--- config.mk ---
export PLATFORM = sky130hd
export DESIGN_NAME = spi_bridge_controller_flat
export DESIGN_NICKNAME = d
export VERILOG_FILES = /design/src/rtl/spi_bridge_controller_if.sv /design/src/rtl/spi_bridge_controller.sv /design/src/flat_wrapper.sv
export SDC_FILE = /design/constraint.sdc
export NUM_CORES = 1
export LEC_CHECK = 0
export CORE_ASPECT_RATIO = 1.1
export CORE_MARGIN = 2
export CORE_UTILIZATION = 46
export CTS_CLUSTER_DIAMETER = 150
export DETAILED_ROUTE_END_ITERATION = 6
export HOLD_SLACK_MARGIN = 0.15
export PLACE_DENSITY = 0.72
export SLEW_MARGIN = 25
export SYNTH_ARGS = -nofsm -noshare
export SYNTH_HDL_FRONTEND = slang
export SYNTH_SLANG_ARGS = --single-unit
--- constraint.sdc ---
create_clock -name clk_i -period 3.9 [get_ports clk_i]
set_input_delay 0.585 -clock clk_i [delete_from_list [all_inputs] [get_ports clk_i]]
set_output_delay 0.585 -clock clk_i [all_outputs]
set_load 0.05 [all_outputs]
--- src/rtl/spi_bridge_controller_if.sv ---
// Parallel bus side of the SPI bridge: address/data, strobes and read data.
interface spi_bridge_controller_if #(
   parameter int ADDR_W = 15,
   parameter int DATA_W = 16
) ();
   logic [ADDR_W-1:0] address_o;
   logic [DATA_W-1:0] data_o;
   logic [DATA_W-1:0] data_i;
   logic              wr_stb_o;
   logic              rd_stb_o;

   modport master (output address_o, data_o, wr_stb_o, rd_stb_o, input data_i);
   modport slave  (input address_o, data_o, wr_stb_o, rd_stb_o, output data_i);
endinterface

--- src/rtl/spi_bridge_controller.sv ---
// SPI (mode 0) slave to parallel bus bridge with per-word CRC-8 and burst
// auto-increment. SPI pins are oversampled by clk_i through 2-flop synchronisers.
module spi_bridge_controller #(
   parameter int          ADDR_W   = 15,
   parameter int          DATA_W   = 16,
   parameter logic [7:0]  CRC_INIT = 8'h9C,
   parameter int          BURST_EN = 1,
   parameter int          RD_LAT   = 1
) (
   input  logic                   clk_i,
   input  logic                   reset_i,
   input  logic                   spi_clk_i,
   input  logic                   spi_cs_n_i,
   input  logic                   spi_mosi_i,
   output logic                   spi_miso_o,
   spi_bridge_controller_if.master bus,
   output logic                   crc_err_o,
   output logic [7:0]             err_cnt_o,
   output logic                   busy_o
);
   localparam logic [1:0] S_IDLE = 2'd0;
   localparam logic [1:0] S_HDR  = 2'd1;
   localparam logic [1:0] S_WDAT = 2'd2;
   localparam logic [1:0] S_RDAT = 2'd3;

   localparam int           CW          = 6;
   localparam logic [CW-1:0] C_HDR_LAST  = CW'(ADDR_W);
   localparam logic [CW-1:0] C_DW        = CW'(DATA_W);
   localparam logic [CW-1:0] C_WORD_LAST = CW'(DATA_W + 7);

   // One MSB-first step of CRC-8, polynomial x^8+x^2+x+1.
   function automatic logic [7:0] f_crc_step(input logic [7:0] c, input logic b);
      logic fb;
      fb = c[7] ^ b;
      return {c[6:0], 1'b0} ^ (fb ? 8'h07 : 8'h00);
   endfunction

   function automatic logic [7:0] f_crc_word(input logic [DATA_W-1:0] d);
      logic [7:0] c;
      c = CRC_INIT;
      for (int i = DATA_W - 1; i >= 0; i--) c = f_crc_step(c, d[i]);
      return c;
   endfunction

   logic [1:0] r_clk_sync, r_cs_sync, r_mosi_sync;
   logic       r_clk_d, r_cs_d;
   logic       w_sclk, w_cs, w_mosi;
   logic       w_sclk_rise, w_sclk_fall, w_cs_rise, w_cs_fall;

   logic [1:0]          r_state;
   logic [CW-1:0]       r_bcnt;      // header bits, write bits (rises) or read bits (falls)
   logic                r_rw;
   logic                r_done;      // single-word frame finished, ignore the rest
   logic [ADDR_W-1:0]   r_hdr_addr;
   logic [ADDR_W-1:0]   r_waddr;     // address of the write word being received
   logic [ADDR_W-1:0]   r_nxt;       // next address to prefetch in a read burst
   logic [DATA_W-1:0]   r_wsh;
   logic [7:0]          r_crc;
   logic [6:0]          r_rxcrc;
   logic [DATA_W-1:0]   r_rbuf;      // fetched read word waiting for its turn on MISO
   logic [7:0]          r_rbuf_crc;
   logic [DATA_W+7:0]   r_tx;
   logic                r_miso;
   logic [ADDR_W-1:0]   r_address;
   logic [DATA_W-1:0]   r_wdata;
   logic                r_wr_stb;
   logic                r_crc_err;
   logic [7:0]          r_err_cnt;
   logic [RD_LAT:0]     r_rdp;       // [0] is rd_stb_o, [RD_LAT] marks data_i valid

   logic [ADDR_W-1:0]   w_addr_full;
   logic [7:0]          w_crc_next;
   logic [7:0]          w_rx_crc;

   assign w_sclk      = r_clk_sync[1];
   assign w_cs        = r_cs_sync[1];
   assign w_mosi      = r_mosi_sync[1];
   assign w_sclk_rise = w_sclk & ~r_clk_d;
   assign w_sclk_fall = ~w_sclk & r_clk_d;
   assign w_cs_rise   = w_cs & ~r_cs_d;
   assign w_cs_fall   = ~w_cs & r_cs_d;

   assign w_addr_full = (r_hdr_addr << 1) | ADDR_W'(w_mosi);
   assign w_crc_next  = f_crc_step(r_crc, w_mosi);
   assign w_rx_crc    = {r_rxcrc, w_mosi};

   assign spi_miso_o    = r_miso;
   assign bus.address_o = r_address;
   assign bus.data_o    = r_wdata;
   assign bus.wr_stb_o  = r_wr_stb;
   assign bus.rd_stb_o  = r_rdp[0];
   assign crc_err_o     = r_crc_err;
   assign err_cnt_o     = r_err_cnt;
   assign busy_o        = (r_state != S_IDLE);

   // Synchronise the SPI pins and keep the previous level for edge detection.
   always_ff @(posedge clk_i) begin
      if (!reset_i) begin
         r_clk_sync  <= '0;
         r_cs_sync   <= '0;
         r_mosi_sync <= '0;
         r_clk_d     <= 1'b0;
         r_cs_d      <= 1'b0;
      end else begin
         r_clk_sync  <= {r_clk_sync[0], spi_clk_i};
         r_cs_sync   <= {r_cs_sync[0], spi_cs_n_i};
         r_mosi_sync <= {r_mosi_sync[0], spi_mosi_i};
         r_clk_d     <= w_sclk;
         r_cs_d      <= w_cs;
      end
   end

   // Frame FSM: header decode, write word receive/check, read word fetch/shift.
   always_ff @(posedge clk_i) begin
      if (!reset_i) begin
         r_state    <= S_IDLE;
         r_bcnt     <= '0;
         r_rw       <= 1'b0;
         r_done     <= 1'b0;
         r_hdr_addr <= '0;
         r_waddr    <= '0;
         r_nxt      <= '0;
         r_wsh      <= '0;
         r_crc      <= CRC_INIT;
         r_rxcrc    <= '0;
         r_rbuf     <= '0;
         r_rbuf_crc <= '0;
         r_tx       <= '0;
         r_miso     <= 1'b0;
         r_address  <= '0;
         r_wdata    <= '0;
         r_wr_stb   <= 1'b0;
         r_crc_err  <= 1'b0;
         r_err_cnt  <= '0;
         r_rdp      <= '0;
      end else begin
         r_wr_stb  <= 1'b0;
         r_crc_err <= 1'b0;
         for (int k = RD_LAT; k > 0; k--) r_rdp[k] <= r_rdp[k-1];
         r_rdp[0] <= 1'b0;
         if (r_rdp[RD_LAT]) begin
            r_rbuf     <= bus.data_i;
            r_rbuf_crc <= f_crc_word(bus.data_i);
         end

         if (w_cs_rise) begin
            r_state <= S_IDLE;
            r_miso  <= 1'b0;
            r_done  <= 1'b0;
         end else if (w_cs_fall) begin
            // a fall always restarts the header count, whatever state we were in
            r_state    <= S_HDR;
            r_bcnt     <= '0;
            r_hdr_addr <= '0;
            r_miso     <= 1'b0;
            r_done     <= 1'b0;
         end else begin
            case (r_state)
               S_HDR: if (w_sclk_rise) begin
                  if (r_bcnt == C_HDR_LAST) begin
                     r_bcnt <= '0;
                     r_crc  <= CRC_INIT;
                     if (r_rw) begin
                        r_state <= S_WDAT;
                        r_waddr <= w_addr_full;
                     end else begin
                        r_state   <= S_RDAT;
                        r_address <= w_addr_full;
                        r_rdp[0]  <= 1'b1;
                        r_nxt     <= w_addr_full + 1'b1;
                     end
                  end else begin
                     if (r_bcnt == '0) r_rw <= w_mosi;
                     else              r_hdr_addr <= w_addr_full;
                     r_bcnt <= r_bcnt + 1'b1;
                  end
               end
               S_WDAT: if (w_sclk_rise && !r_done) begin
                  if (r_bcnt < C_DW) begin
                     r_wsh  <= (r_wsh << 1) | DATA_W'(w_mosi);
                     r_crc  <= w_crc_next;
                     r_bcnt <= r_bcnt + 1'b1;
                  end else begin
                     r_rxcrc <= w_rx_crc[6:0];
                     if (r_bcnt == C_WORD_LAST) begin
                        if (w_rx_crc == r_crc) begin
                           r_wr_stb  <= 1'b1;
                           r_address <= r_waddr;
                           r_wdata   <= r_wsh;
                        end else begin
                           r_crc_err <= 1'b1;
                           if (r_err_cnt != 8'hFF) r_err_cnt <= r_err_cnt + 8'd1;
                        end
                        r_waddr <= r_waddr + 1'b1;
                        r_crc   <= CRC_INIT;
                        r_bcnt  <= '0;
                        if (BURST_EN == 0) r_done <= 1'b1;
                     end else begin
                        r_bcnt <= r_bcnt + 1'b1;
                     end
                  end
               end
               S_RDAT: if (w_sclk_fall) begin
                  if (r_done) begin
                     r_miso <= 1'b0;
                  end else begin
                     if (r_bcnt == '0) begin
                        // word boundary: load the fetched word and prefetch the next one
                        r_miso <= r_rbuf[DATA_W-1];
                        r_tx   <= {r_rbuf, r_rbuf_crc} << 1;
                        if (BURST_EN != 0) begin
                           r_rdp[0]  <= 1'b1;
                           r_address <= r_nxt;
                           r_nxt     <= r_nxt + 1'b1;
                        end
                     end else begin
                        r_miso <= r_tx[DATA_W+7];
                        r_tx   <= r_tx << 1;
                     end
                     if (r_bcnt == C_WORD_LAST) begin
                        r_bcnt <= '0;
                        if (BURST_EN == 0) r_done <= 1'b1;
                     end else begin
                        r_bcnt <= r_bcnt + 1'b1;
                     end
                  end
               end
               default: ;
            endcase
         end
      end
   end
endmodule

--- src/flat_wrapper.sv ---
// flat-port wrapper written by rule: the top's interface ports become plain ports
module spi_bridge_controller_flat 
#(
   parameter int          ADDR_W   = 15,
   parameter int          DATA_W   = 16,
   parameter logic [7:0]  CRC_INIT = 8'h9C,
   parameter int          BURST_EN = 1,
   parameter int          RD_LAT   = 1
)
  (clk_i, reset_i, spi_clk_i, spi_cs_n_i, spi_mosi_i, spi_miso_o, crc_err_o, err_cnt_o, busy_o, bus_address_o, bus_data_o, bus_wr_stb_o, bus_rd_stb_o, bus_data_i);
  spi_bridge_controller_if #(.ADDR_W(ADDR_W), .DATA_W(DATA_W)) bus_i ();
  input  logic clk_i;
  input  logic reset_i;
  input  logic spi_clk_i;
  input  logic spi_cs_n_i;
  input  logic spi_mosi_i;
  output logic spi_miso_o;
  output logic crc_err_o;
  output logic [7:0] err_cnt_o;
  output logic busy_o;
  output wire logic [$bits(bus_i.address_o)-1:0] bus_address_o;
  output wire logic [$bits(bus_i.data_o)-1:0] bus_data_o;
  output wire logic [$bits(bus_i.wr_stb_o)-1:0] bus_wr_stb_o;
  output wire logic [$bits(bus_i.rd_stb_o)-1:0] bus_rd_stb_o;
  input wire logic [$bits(bus_i.data_i)-1:0] bus_data_i;
  assign bus_address_o = bus_i.address_o;
  assign bus_data_o = bus_i.data_o;
  assign bus_wr_stb_o = bus_i.wr_stb_o;
  assign bus_rd_stb_o = bus_i.rd_stb_o;
  assign bus_i.data_i = bus_data_i;
  spi_bridge_controller #(.ADDR_W(ADDR_W), .DATA_W(DATA_W), .CRC_INIT(CRC_INIT), .BURST_EN(BURST_EN), .RD_LAT(RD_LAT)) u_core (.clk_i(clk_i), .reset_i(reset_i), .spi_clk_i(spi_clk_i), .spi_cs_n_i(spi_cs_n_i), .spi_mosi_i(spi_mosi_i), .spi_miso_o(spi_miso_o), .bus(bus_i), .crc_err_o(crc_err_o), .err_cnt_o(err_cnt_o), .busy_o(busy_o));
endmodule
==> results.md <==
- Remaining antenna violation count: 0
- Main synth FF type: dfxtp_1
- R2r worst-path depth: 7
- Status: complete, no violations
- TNS Setup: 0 ns
- GRT overflow: 0
- Hold WS: about 0.44 ns
- Clk_skew: 0.0113 ns
- Proportion of netlist area held by the largest area contributor: 40.8%
- I/O pin count: 65
- Layout cells sized above 1: 6.77%
- Drt initial violations: about 830
- Crit path DAT: between 3 and 4 ns
- Synth top area cells: dfxtp_1, nand2_1, mux2i_1, a21oi_1, nor2_1
- Design Area, Final: 0.0104 mm²
- FF+latch count, synth: 183
- CTS tree: built
- Pwr dens: 364 mW/mm²
- Lkg Pwr: about 3.2 nW
- Filler cells: 1751
- Register area share after synthesis: between 40% and 50%
- Worst setup SP type: register
- Slowest cell delay on critical path: between 0.6 and 0.7 ns
- Max Buffers Root-to-Sink: 2
- Post_cts resized: 0
- Endpoints failing setup: 0
- CTS buffer count: 17
- Post-CTS Setup Inserts: 0
- Core area: between 0.015 and 0.02 mm²
- Hold Path Sink: u_core.r_mosi_sync[1]$_SDFF_PN0_
- Worst Path Required: roughly 4.3 ns
- Cells along the critical path: inv_1, ha_1, or4b_4, a211o_1, a211o_1, or4_1, a31oi_1
- Starting density of the core: 46.9%
- Actual slew at the worst max-slew pin: 0.921 ns
- Synth async-reset ratio: 0%
- Slowest stage cell, crit path: or4b_4
- Reg-to-Reg End: u_core.r_waddr[8]$_SDFFE_PN0P_
- Cells after synthesis: 1083
- Nets: 1142
- Max_slew headroom: 38.3%
- Clock root cell: clkbuf_16
- Setup crit end kind: register
- Vias/cell: 5.90
- Rows: 53
- Clock Latency Late Sink: 0.43 ns
- Ant. Diodes: 0
- I/O Buffers: 64
- Reg area: 0.00366 mm²
- Syn. warnings: 0
- CP most frequent cell: a211o_1
- RSZ-0062 raised after global routing: false
- Period utilization: 77.8%
- RD Place Congestion: 0.911
- Clock Pin Slew Worst Setup and Hold Paths: approximately 0.070 ns
- GRT Overall Usage: 21.9%
- Max-Cap Viols: 0
- Max Clock Freq: approximately 0.33 GHz
- EDFF count, synth: 0
- Min-delay worst type: register to register
- Startpoint of the worst hold path: u_core.r_mosi_sync[0]$_SDFF_PN0_
- H-tree Lvls: 4
- R2r setup slk: 0.87 ns
- Largest net degree at the start of global routing: 77
- Residual DRC: 0
- Drt wl/cell: 16.2 µm
- Crit Path Class: register to register
- Pwr Total: 3.77 mW
- Dpl hpwl: roughly 15000 µm
- Hold buffer count at CTS: 0
- Die ar.: 0.0207 mm²
- Number of library cell types mapped by synthesis: 72
- Drt total wl: about 22000 µm
- Minimum clock period: 3.03 ns
- Die Width: roughly 140 µm
- Vias in the first global route: 7377
- Drt pass-1 iters: 5
- Area Growth Syn to Fin: 15.4%
- CP top delay family: simple AND/OR/NAND/NOR gates
- Via Count: 8080
- Synth Cell Area: 0.00899 mm²
- Hold-critical path depth: 1
- Max-slew violation count: 0
- Syn Nets: approximately 1.1k
- CP Max Fanout: 21
- RR Startpoint: u_core.r_cs_d$_SDFF_PN0_
- Die height: 151 µm
- Multi-input logic area: a little under 0.005 mm²
- Initial antenna violation count: 0
- Global-route wire length before repair: 36700 µm
- Final hold viol count: 0
- Placed instance area: 0.00981 mm²
- Top cell type by total area after synthesis: dfxtp_1
- Sink Count: 183
- VDD IR max: 0.340 mV
- Syn_area_per_cell: 8.30 µm²
- Buf/Inv on CP: 1
## metrics by stage
step           setup WS [ns]  instances  utilization [%]
6_report               0.867       1369             54.1
5_1_grt                0.696       1369             54.1
4_1_cts                0.870       1368             54.1
3_5_place_dp           0.918       1336             51.2
3_3_place_gp           0.959       1336             51.2
2_1_floorplan          0.570       1083                -
## flip-flops by register name, summed over array words and instances, names as in the netlist, 6 cells and up
| signal | flops |
|---|---|
| u_core.r_rbuf_crc | 8 |
| u_core.r_crc | 8 |
| u_core.bus.address_o | 15 |
| u_core.bus.data_o | 16 |
| u_core.r_rbuf | 16 |
| u_core.r_bcnt | 6 |
| u_core.r_rxcrc | 7 |
| u_core.r_nxt | 15 |
| u_core.err_cnt_o | 8 |
| u_core.r_hdr_addr | 14 |
| u_core.r_waddr | 15 |
| u_core.r_tx | 23 |
| u_core.r_wsh | 16 |
## power by group
part           leakage (nW)  switching [mW]  internal (mW)
sequential             1.48         0.00637           1.88
combinational          1.47           0.144          0.100
clock                 0.277           0.793          0.852
total                  3.23           0.943           2.83
## worst max-delay path by stage
| stage | from | end | slack [ns] | cells past startpoint |
|---|---|---|---|---|
| floorplan | u_core.r_state[0]$_SDFFE_PP0P_ | u_core.r_nxt[10]$_SDFFE_PN0P_ | 0.57 | 13 |
| global placement | u_core.r_cs_d$_SDFF_PN0_ | u_core.r_waddr[8]$_SDFFE_PN0P_ | 0.96 | 7 |
| detailed placement | u_core.r_cs_d$_SDFF_PN0_ | u_core.r_waddr[8]$_SDFFE_PN0P_ | 0.92 | 7 |
| CTS | u_core.r_cs_d$_SDFF_PN0_ | u_core.r_waddr[8]$_SDFFE_PN0P_ | 0.87 | 7 |
| global route | u_core.r_cs_d$_SDFF_PN0_ | u_core.r_waddr[8]$_SDFFE_PN0P_ | 0.70 | 7 |
| finish | u_core.r_cs_d$_SDFF_PN0_ | u_core.r_waddr[8]$_SDFFE_PN0P_ | 0.87 | 7 |
## Yosys cell counts, types with 5 or more instances
| cell | n |
|---|---|
| a211oi_1 | 12 |
| a21oi_1 | 88 |
| a221oi_1 | 7 |
| a22o_1 | 6 |
| a311oi_1 | 39 |
| a31oi_1 | 22 |
| and2_1 | 21 |
| and3_1 | 9 |
| buf_1 | 9 |
| clkbuf_1 | 66 |
| dfxtp_1 | 183 |
| ha_1 | 12 |
| inv_1 | 17 |
| mux2i_1 | 47 |
| nand2_1 | 137 |
| nand2b_1 | 9 |
| nand3_1 | 50 |
| nand3b_1 | 6 |
| nand4_1 | 15 |
| nand4b_1 | 5 |
| nor2_1 | 104 |
| nor2b_1 | 5 |
| nor3_1 | 9 |
| nor3b_1 | 7 |
| o211ai_1 | 6 |
| o21ai_0 | 42 |
| o31ai_1 | 5 |
| or3_1 | 7 |
| or4_1 | 9 |
| xnor2_1 | 38 |
| xor2_1 | 7 |
## per-layer routing
layer | vias up | global-route usage (%) | share of wire (%)
met5 | - | 0 | 0
met2 | 265 | 34.6 | 46
met3 | 36 | 3.91 | 5.2
li1 | 3971 | - | -
met1 | 3808 | 29.8 | 46
met4 | 0 | 8.04 | 2.6
## kinds of logic after synthesis
logic type,share of synthesized area [%]
buffers and inverters,4.64
and+or+nand+nor,22.0
xor gates and xnor gates,4.64
AOI/OAI and AO/OA,20.6
DFF,40.8
muxes,5.74
adders and majority gates,1.67
## placed cells by master (no fill, tap or decap), drive strengths merged, types with 7 or more instances in the layout
cell | netlist | layout
dfxtp | 183 | 183
nand2 | 137 | 137
nor2 | 104 | 104
a21oi | 88 | 88
clkdlybuf4s50 | 0 | 64
nand3 | 50 | 50
mux2i | 47 | 47
o21ai | 45 | 45
a311oi | 39 | 39
xnor2 | 38 | 38
inv | 18 | 26
buf | 17 | 25
a31oi | 22 | 22
and2 | 21 | 21
clkbuf | 66 | 19
nand4 | 15 | 15
a211oi | 12 | 12
ha | 12 | 12
and3 | 9 | 9
nand2b | 9 | 9
nor3 | 9 | 9
or4 | 9 | 9
or3 | 7 | 7
a221oi | 7 | 7
nor3b | 7 | 7
xor2 | 7 | 7
## area by class of cell
cell class | count | share of cell area [%]
inverter | 19 | 0.712
timing repair buffer | 90 | 8.04
clock buffer | 18 | 4.24
tap | 247 | 2.98
multi-input combinational | 798 | 47.6
clock inverter | 14 | 1.10
sequential | 183 | 35.3
Power figures use the tool's default switching activity.
